**src/rtl/bin2bcd_seq_if.sv**
```systemverilog
// bin2bcd_seq_if: start/operand request and BCD result bundle for bin2bcd_seq
// (the e3 signal exists only when BIN2BCD_E3_OUT_EN is defined)
interface bin2bcd_seq_if #(
  parameter int BIN_W = 8,
  parameter int DIGITS = 3
);
  logic start;
  logic [BIN_W-1:0] bin;
  logic busy;
  logic done;
  logic [4*DIGITS-1:0] bcd;
  logic ovf;
`ifdef BIN2BCD_E3_OUT_EN
  logic [4*DIGITS-1:0] e3;
  modport master(output start, bin, input busy, done, bcd, ovf, e3);
  modport slave(input start, bin, output busy, done, bcd, ovf, e3);
`else
  modport master(output start, bin, input busy, done, bcd, ovf);
  modport slave(input start, bin, output busy, done, bcd, ovf);
`endif
endinterface

```
**src/rtl/bin2bcd_seq.sv**
```systemverilog
// bin2bcd_seq: sequential double-dabble binary-to-BCD converter, one bit per clock
// BIN2BCD_E3_OUT_EN adds a registered Excess-3 copy of the result on io.e3
module bin2bcd_seq #(
  parameter int BIN_W = 8,
  parameter int DIGITS = 3
) (
  input logic clk,
  input logic rst_n,
  bin2bcd_seq_if.slave io
);
  localparam int BW = 4 * DIGITS;
  typedef enum logic {IDLE, SHIFT} state_t;
  state_t state;
  logic [BIN_W-1:0] shreg;
  logic [BW-1:0] scratch, adj, nxt, bcd;
  logic [5:0] cnt;
  logic sticky, busy, done, ovf;
  for (genvar d = 0; d < DIGITS; d++) begin : g_adj
    assign adj[4*d+:4] = scratch[4*d+:4] >= 4'd5 ? scratch[4*d+:4] + 4'd3 : scratch[4*d+:4];
  end
  assign nxt = {adj[BW-2:0], shreg[BIN_W-1]};
`ifdef BIN2BCD_E3_OUT_EN
  logic [BW-1:0] e3, e3_nxt;
  for (genvar d = 0; d < DIGITS; d++) begin : g_e3
    assign e3_nxt[4*d+:4] = nxt[4*d+:4] + 4'd3;
  end
  assign io.e3 = e3;
`endif
  always_ff @(posedge clk or negedge rst_n) begin
    if (!rst_n) begin
      state <= IDLE;
      shreg <= '0;
      scratch <= '0;
      cnt <= '0;
      sticky <= 1'b0;
      busy <= 1'b0;
      done <= 1'b0;
      bcd <= '0;
      ovf <= 1'b0;
`ifdef BIN2BCD_E3_OUT_EN
      e3 <= {DIGITS{4'h3}};
`endif
    end else begin
      done <= 1'b0;
      if (state == IDLE) begin
        if (io.start) begin
          shreg <= io.bin;
          scratch <= '0;
          sticky <= 1'b0;
          cnt <= '0;
          busy <= 1'b1;
          state <= SHIFT;
        end
      end else begin
        // a set top bit after adjust is the digit that no longer fits
        scratch <= nxt;
        shreg <= shreg << 1;
        sticky <= sticky | adj[BW-1];
        cnt <= cnt + 6'd1;
        if (cnt == 6'(BIN_W - 1)) begin
          bcd <= nxt;
          ovf <= sticky | adj[BW-1];
`ifdef BIN2BCD_E3_OUT_EN
          e3 <= e3_nxt;
`endif
          done <= 1'b1;
          busy <= 1'b0;
          state <= IDLE;
        end
      end
    end
  end
  assign io.busy = busy;
  assign io.done = done;
  assign io.bcd = bcd;
  assign io.ovf = ovf;
endmodule
```
**src/flat_wrapper.sv**
```systemverilog
// flat-port wrapper written by rule: the top's interface ports become plain ports
module bin2bcd_seq_flat 
#(
  parameter int BIN_W = 8,
  parameter int DIGITS = 3
)
  (clk, rst_n, io_start, io_bin, io_busy, io_done, io_bcd, io_ovf);
  bin2bcd_seq_if #(.BIN_W(BIN_W), .DIGITS(DIGITS)) io_i ();
  input logic clk;
  input logic rst_n;
  input wire logic [$bits(io_i.start)-1:0] io_start;
  input wire logic [$bits(io_i.bin)-1:0] io_bin;
  output wire logic [$bits(io_i.busy)-1:0] io_busy;
  output wire logic [$bits(io_i.done)-1:0] io_done;
  output wire logic [$bits(io_i.bcd)-1:0] io_bcd;
  output wire logic [$bits(io_i.ovf)-1:0] io_ovf;
  assign io_i.start = io_start;
  assign io_i.bin = io_bin;
  assign io_busy = io_i.busy;
  assign io_done = io_i.done;
  assign io_bcd = io_i.bcd;
  assign io_ovf = io_i.ovf;
  bin2bcd_seq #(.BIN_W(BIN_W), .DIGITS(DIGITS)) u_core (.clk(clk), .rst_n(rst_n), .io(io_i));
endmodule
```
**config.mk**
```make
export PLATFORM = sky130hd
export DESIGN_NAME = bin2bcd_seq_flat
export DESIGN_NICKNAME = d
export VERILOG_FILES = /design/src/rtl/bin2bcd_seq_if.sv /design/src/rtl/bin2bcd_seq.sv /design/src/flat_wrapper.sv
export SDC_FILE = /design/constraint.sdc
export NUM_CORES = 1
export LEC_CHECK = 0
export ABC_AREA = 1
export BUFFER_PORTS_ARGS = -buffer_cell sky130_fd_sc_hd__buf_4
export CORE_ASPECT_RATIO = 2
export CORE_MARGIN = 3
export CORE_UTILIZATION = 61
export CTS_CLUSTER_DIAMETER = 120
export CTS_CLUSTER_SIZE = 14
export DETAILED_ROUTE_END_ITERATION = 12
export MAX_ROUTING_LAYER = met4
export PLACE_DENSITY_LB_ADDON = 0.05
export SYNTH_ARGS = -nofsm -noshare
export SYNTH_HDL_FRONTEND = slang
export SYNTH_SLANG_ARGS = --single-unit
```
**constraint.sdc**
```tcl
create_clock -name clk -period 2.5 [get_ports clk]
set_input_delay 0.25 -clock clk [delete_from_list [all_inputs] [get_ports clk]]
set_output_delay 0.25 -clock clk [all_outputs]
set_load 0.01 [all_outputs]
```
; Yosys cells after proc, flatten, opt, wreduce, memory -nomap -nowiden
; Cells that the tools add are included.
[classes]
muxes = 19
n_reduce_logical = 3
magnitude_cmp = 3
bitwise = 1
n_eq_ne = 2
n_addsub = 4
[ops]
columns = operator, n
row1 = 2-to-1 mux 12 bit, 2
row2 = 2-to-1 mux 8 bit, 2
row3 = adder 4 x 2 -> 4 bit (second input constant), 3
row4 = greater-or-equal comparator 4 x 3 -> 1 bit (second input constant), 3
row5 = 2-to-1 mux 4 bit, 3
row6 = 2-to-1 mux 6 bit, 2
row7 = 2-to-1 mux 1 bit, 10
row8 = adder 6 x 1 -> 6 bit (second input constant), 1
row9 = equality test 6 x 3 -> 1 bit (second input constant), 1
row10 = AND reduction 2 bit, 2
row11 = inequality test 2 bit (second input constant), 1
row12 = nonzero test 2 bit, 1
row13 = bitwise OR 1 bit, 1
[totals]
inputBits = 11
out_inout_bits = 15
regBits = 43
elab_cells = 41

; Longest topological paths before layout
[logic_depth]
depth_word = 4
depth_mapped = 9
ltp_nobuf = 9

; Least setup slack after synthesis
; No wires, ideal clock.
[synth_path]
path_kind = flip-flop to flip-flop
start = register u_core.scratch[4]
end = register u_core.scratch[8]
setup_time_ps = 126
stages_incl_launch_ff = 8
path_slack_ps = 1192
arrival_ps = 1182
period_less_slack_ps = 1308
required_ps = 2374
n_path_buf = 0
cell_sequence = dfrtp_1 inv_1 ha_1 inv_1 o21ai_0 o21ai_0 nand2_1 o21ai_0
[synth_between]
elab_chain_len = 3
word_cells_on_any_way = 4
classes_between = 1 x add/sub / 1 x order compare / 2 x mux
[synth_lines]
columns = element, line
row1 = start: declaration, bin2bcd_seq.sv:15  ; logic [BW-1:0] scratch, adj, nxt, bcd;
row2 = start signal: assignment, bin2bcd_seq.sv:56  ; scratch <= nxt;
row3 = adder 4 x 2 -> 4 bit / greater-or-equal comparator 4 x 3 -> 1 bit (equally long branches), bin2bcd_seq.sv:19  ; assign adj[4*d+:4] = scratch[4*d+:4] >= 4'd5 ? scratch[4*d+:4] + 4'd3 : scratch[4*d+:4];
row4 = 2-to-1 mux 4 bit (*), bin2bcd_seq.sv:19
row5 = 2-to-1 mux 12 bit (*), bin2bcd_seq.sv:45  ; if (state == IDLE) begin
; Mark *: on every way between the ends. The rest lies on a longest branch, timed or not.
; A chain may end at the register's enable or synchronous reset.

; Worst setup path after layout
[layout_path]
start = register u_core.state
end = register u_core.bcd[6], in the netlist u_core.io.bcd[6]
[layout_between]
elab_chain_len = 1
[layout_lines]
columns = element, line
row1 = start: declaration, bin2bcd_seq.sv:13  ; state_t state;
row2 = start signal: assignment, bin2bcd_seq.sv:31  ; state <= IDLE;
row3 = start signal: assignment, bin2bcd_seq.sv:52  ; state <= SHIFT;
row4 = start signal: assignment, bin2bcd_seq.sv:68  ; state <= IDLE;
row5 = AND reduction 2 bit (no source line), --
row6 = end signal: assignment, bin2bcd_seq.sv:61  ; bcd <= nxt;
row7 = end: declaration, bin2bcd_seq.sv:15
; Every way passes these cells.

==> results.py <==
metrics = {
    "timing": {
        "fin_worst_skew_ps": 9.93,
        "min_period_ps": 1600,
        "final.setup.tns_ps": 0,
        "period_share": 0.641,
        "drv_slew": 0,
        "fmaxAchievable_mhz": 624,
        "final-setup-viol-count": 0,
        "worst_pin_slew_ps": 531,
        "slew_headroom": 0.646,
        "rsz0062_at_grt": "false",
        "hold_viol": 0,
    },
    "power_and_ir_drop": {
        "clockPowerShare": 0.164,
        "cellLeakagePower_nw": 1.23,
        "ir_worst_vdd_uv": 895,
        "combPwrFrac": 0.429,
        "p_int_w": 0.00184,
        "power_per_cell_area_nw_per_um2": 1340,
        "p_seq_frac": 0.406,
        "p_total_w": 0.00312,
        "switching_share": 0.411,
        "p_sw_w": 0.00128,
    },
    "floorplan": {
        "die_x_um": 46.6,
        "rows": 28,
        "die_h_um": 87.3,
        "dieArea_sq_um": 4070,
        "io_pins": 26,
        "core_sq_um": 3050,
        "start_util": 0.661,
    },
    "clock_tree": {
        "clkSinkCount": 43,
        "tritoncts": "built",
        "post_cts_buffers": 0,
        "holdBufCountCts": 1,
        "clk_latency_ps": 290,
        "cts_resized": 0,
        "h-tree-depth": 2,
        "cts_root_buffer": "clkbuf_8",
        "clkTransAtPathRegs_ps": 80,
        "clockBufferDepth": 2,
        "cts_buffers": 5,
    },
    "layout": {
        "seq_area_sq_um": 1080,
        "multi_input_area_sq_um": 821,
        "drive_gt1_frac": 0.144,
        "fillers": 218,
        "final_util": 0.766,
        "antenna_cells": 0,
        "areaGrowthSynthToFinish_pct": 16.0,
        "final_nets": 289,
    },
    "setup_path": {
        "slowest_delay_ps": 580,
        "worst-endpoint-required_ps": 2730,
        "slowest_stage": "dfrtp_1",
        "cp-start-kind": "flop",
        "path_delay_family": "flip-flops",
        "worst_setup_path_end_kind": "flop",
        "critical_path.most_common_cell": "inv_2",
        "worstSetupStartpoint": "u_core.state",
        "crit_fanout": 18,
        "critPathKind": "reg2reg",
        "timing.rr.start": "u_core.state",
        "r2r_cells": 6,
        "worst_ep_arrival_time_ps": 1840,
        "r2r-end": "u_core.io.bcd[6]",
        "worstPathCellList": "inv_2 -> nor2_4 -> nand4_4 -> inv_2 -> nand3_1 -> nand2_1",
        "r2r_setup_slack_ps": 900,
        "critPathBufInv": 2,
        "crit_cells": 6,
        "critPathCapture": "u_core.io.bcd[6]",
    },
    "synthesis": {
        "synth.avg_cell_area_sq_um": 8.36,
        "async_flop_share": 1.00,
        "synthFlopType": "dfrtp_1",
        "ys_types": 17,
        "seq_area_frac_synth": 0.534,
        "synth_area_leader_cell": "dfrtp_1",
        "synth_area_leaders": "dfrtp_1, nand2_1, nand3_1, ha_1, o21ai_0",
        "synth.top_cell.area_share": 0.534,
        "synth_nets": 259,
        "netlist_area_sq_um": 2010,
        "synth-seq-cells": 43,
        "synth_edf_count": 0,
        "synthCells": 241,
        "yosys_warnings": 0,
    },
    "hold_path": {
        "hp-class": "in2reg",
    },
    "routing": {
        "drtIter0Drc": 41,
        "route.detailed.drc": 0,
        "wirelength_um": 4160,
        "vias": 1656,
        "via_per_inst": 5.50,
        "wire_per_inst_um": 13.8,
        "ant_nets": 0,
        "drt_first_pass_iters": 4,
    },
    "placement": {
        "port-buffer-count": 25,
        "dp_hpwl_um": 3050,
        "gp_congestion": 0.823,
    },
    "global_route": {
        "antenna_found_initial": 0,
        "grt_max_degree": 44,
        "grt_pass1_wl_um": 6850,
        "grt_util_all_layers": 0.239,
        "grt_pass1_vias": 1626,
        "overflow": 0,
    },
    "run_status": {
        "status": "finished clean",
    },
    "job": {
        "maxCapViolCount": 0,
    },
}
[power groups by stage]
stage                     Clock [W]  Sequential (W)  Combinational [W]
after CTS                  0.000527         0.00127            0.00135
after floorplan                   0         0.00126           0.000906
final                      0.000513         0.00127            0.00134
after global routing       0.000542         0.00131            0.00155
after global placement            0         0.00127            0.00132
after detailed placement          0         0.00128            0.00135
[state kept, by name (all words and copies together), names as in the netlist]
| signal | cells |
|---|---|
| u_core.scratch | 12 |
| u_core.sticky | 1 |
| u_core.io.bcd | 12 |
| u_core.io.done | 1 |
| u_core.state | 1 |
| u_core.shreg | 8 |
| u_core.io.busy | 1 |
| u_core.io.ovf | 1 |
| u_core.cnt | 6 |
[kinds of logic after synthesis]
kind of cell             synth area share
XOR/XNOR                          0.00435
flip-flops                          0.534
AO/OA/AOI/OAI                      0.0845
AND/OR/NAND/NOR                     0.275
buffers and inverters              0.0584
adder cells (fa/ha/maj)            0.0435
[cell type report]
| type | count | area share |
|---|---|---|
| timing repair buffer | 28 | 0.0911 |
| inverter | 23 | 0.0370 |
| sequential | 43 | 0.461 |
| clock buffer | 6 | 0.0311 |
| multi-input combinational | 170 | 0.351 |
| tap | 30 | 0.0161 |
| clock inverter | 1 | 0.0129 |
[Yosys cell counts (2+ instances only)]
| master | count |
|---|---|
| o22ai_1 | 2 |
| ha_1 | 7 |
| o21ai_0 | 17 |
| nand3_1 | 29 |
| buf_2 | 4 |
| a21oi_1 | 10 |
| o211ai_1 | 3 |
| nor2_2 | 2 |
| nand2_1 | 93 |
| inv_1 | 21 |
| inv_2 | 2 |
| dfrtp_1 | 43 |
| nor2_1 | 4 |
[how the worst min path moves through the flow]
| stage | end | startpoint | slack (ps) | cells after the start |
|---|---|---|---|---|
| 3_3_place_gp | u_core.io.ovf | rst_n | 260 | 1 |
| 4_1_cts | u_core.shreg[0] | io_bin[0] | 170 | 3 |
| 2_1_floorplan | u_core.cnt[0] | rst_n | -50 | 0 |
| 6_report | u_core.shreg[0] | io_bin[0] | 170 | 3 |
| 3_5_place_dp | u_core.io.bcd[10] | rst_n | 270 | 1 |
| 5_1_grt | u_core.shreg[6] | io_bin[6] | 180 | 3 |
[layout by cell type, fill, tap and decap left out]
cell	count
o211ai_1	3
o22ai_1	2
nand4_4	1
dfrtp_1	43
nor2_2	2
xor2_1	1
clkbuf_1	1
nand3_1	29
dlygate4sd3_1	1
inv_1	21
ha_1	7
nor2_4	1
clkbuf_8	5
inv_2	2
nand2_1	93
nor2_1	4
buf_4	27
a21oi_1	10
bufinv_16	1
o21ai_0	17
[through the flow]
stage	instances	hold WS [ps]	setup WS, ps	area [sq um]
6_report	301	171	896	2340
2_1_floorplan	241	-45.6	1190	2010
3_3_place_gp	293	264	962	2220
4_1_cts	301	167	886	2340
3_5_place_dp	293	267	887	2220
5_1_grt	301	184	735	2340
[per-layer routing]
metal	part of all wire	track usage	vias to the layer above
li1	-	-	831
met1	0.39	0.254	775
met2	0.55	0.418	44
met3	0.032	0.0311	6
met4	0.022	0.106	0
met5	0	-	-
[tightest hold or removal path, delay by kind of cell]
| family | cells | cell delay (ps) |
|---|---|---|
| buf+inv | 1 | 70 |
| simple gates | 1 | 40 |
| compound gates | 1 | 50 |
Note: power is estimated with default switching activity, not from simulation.
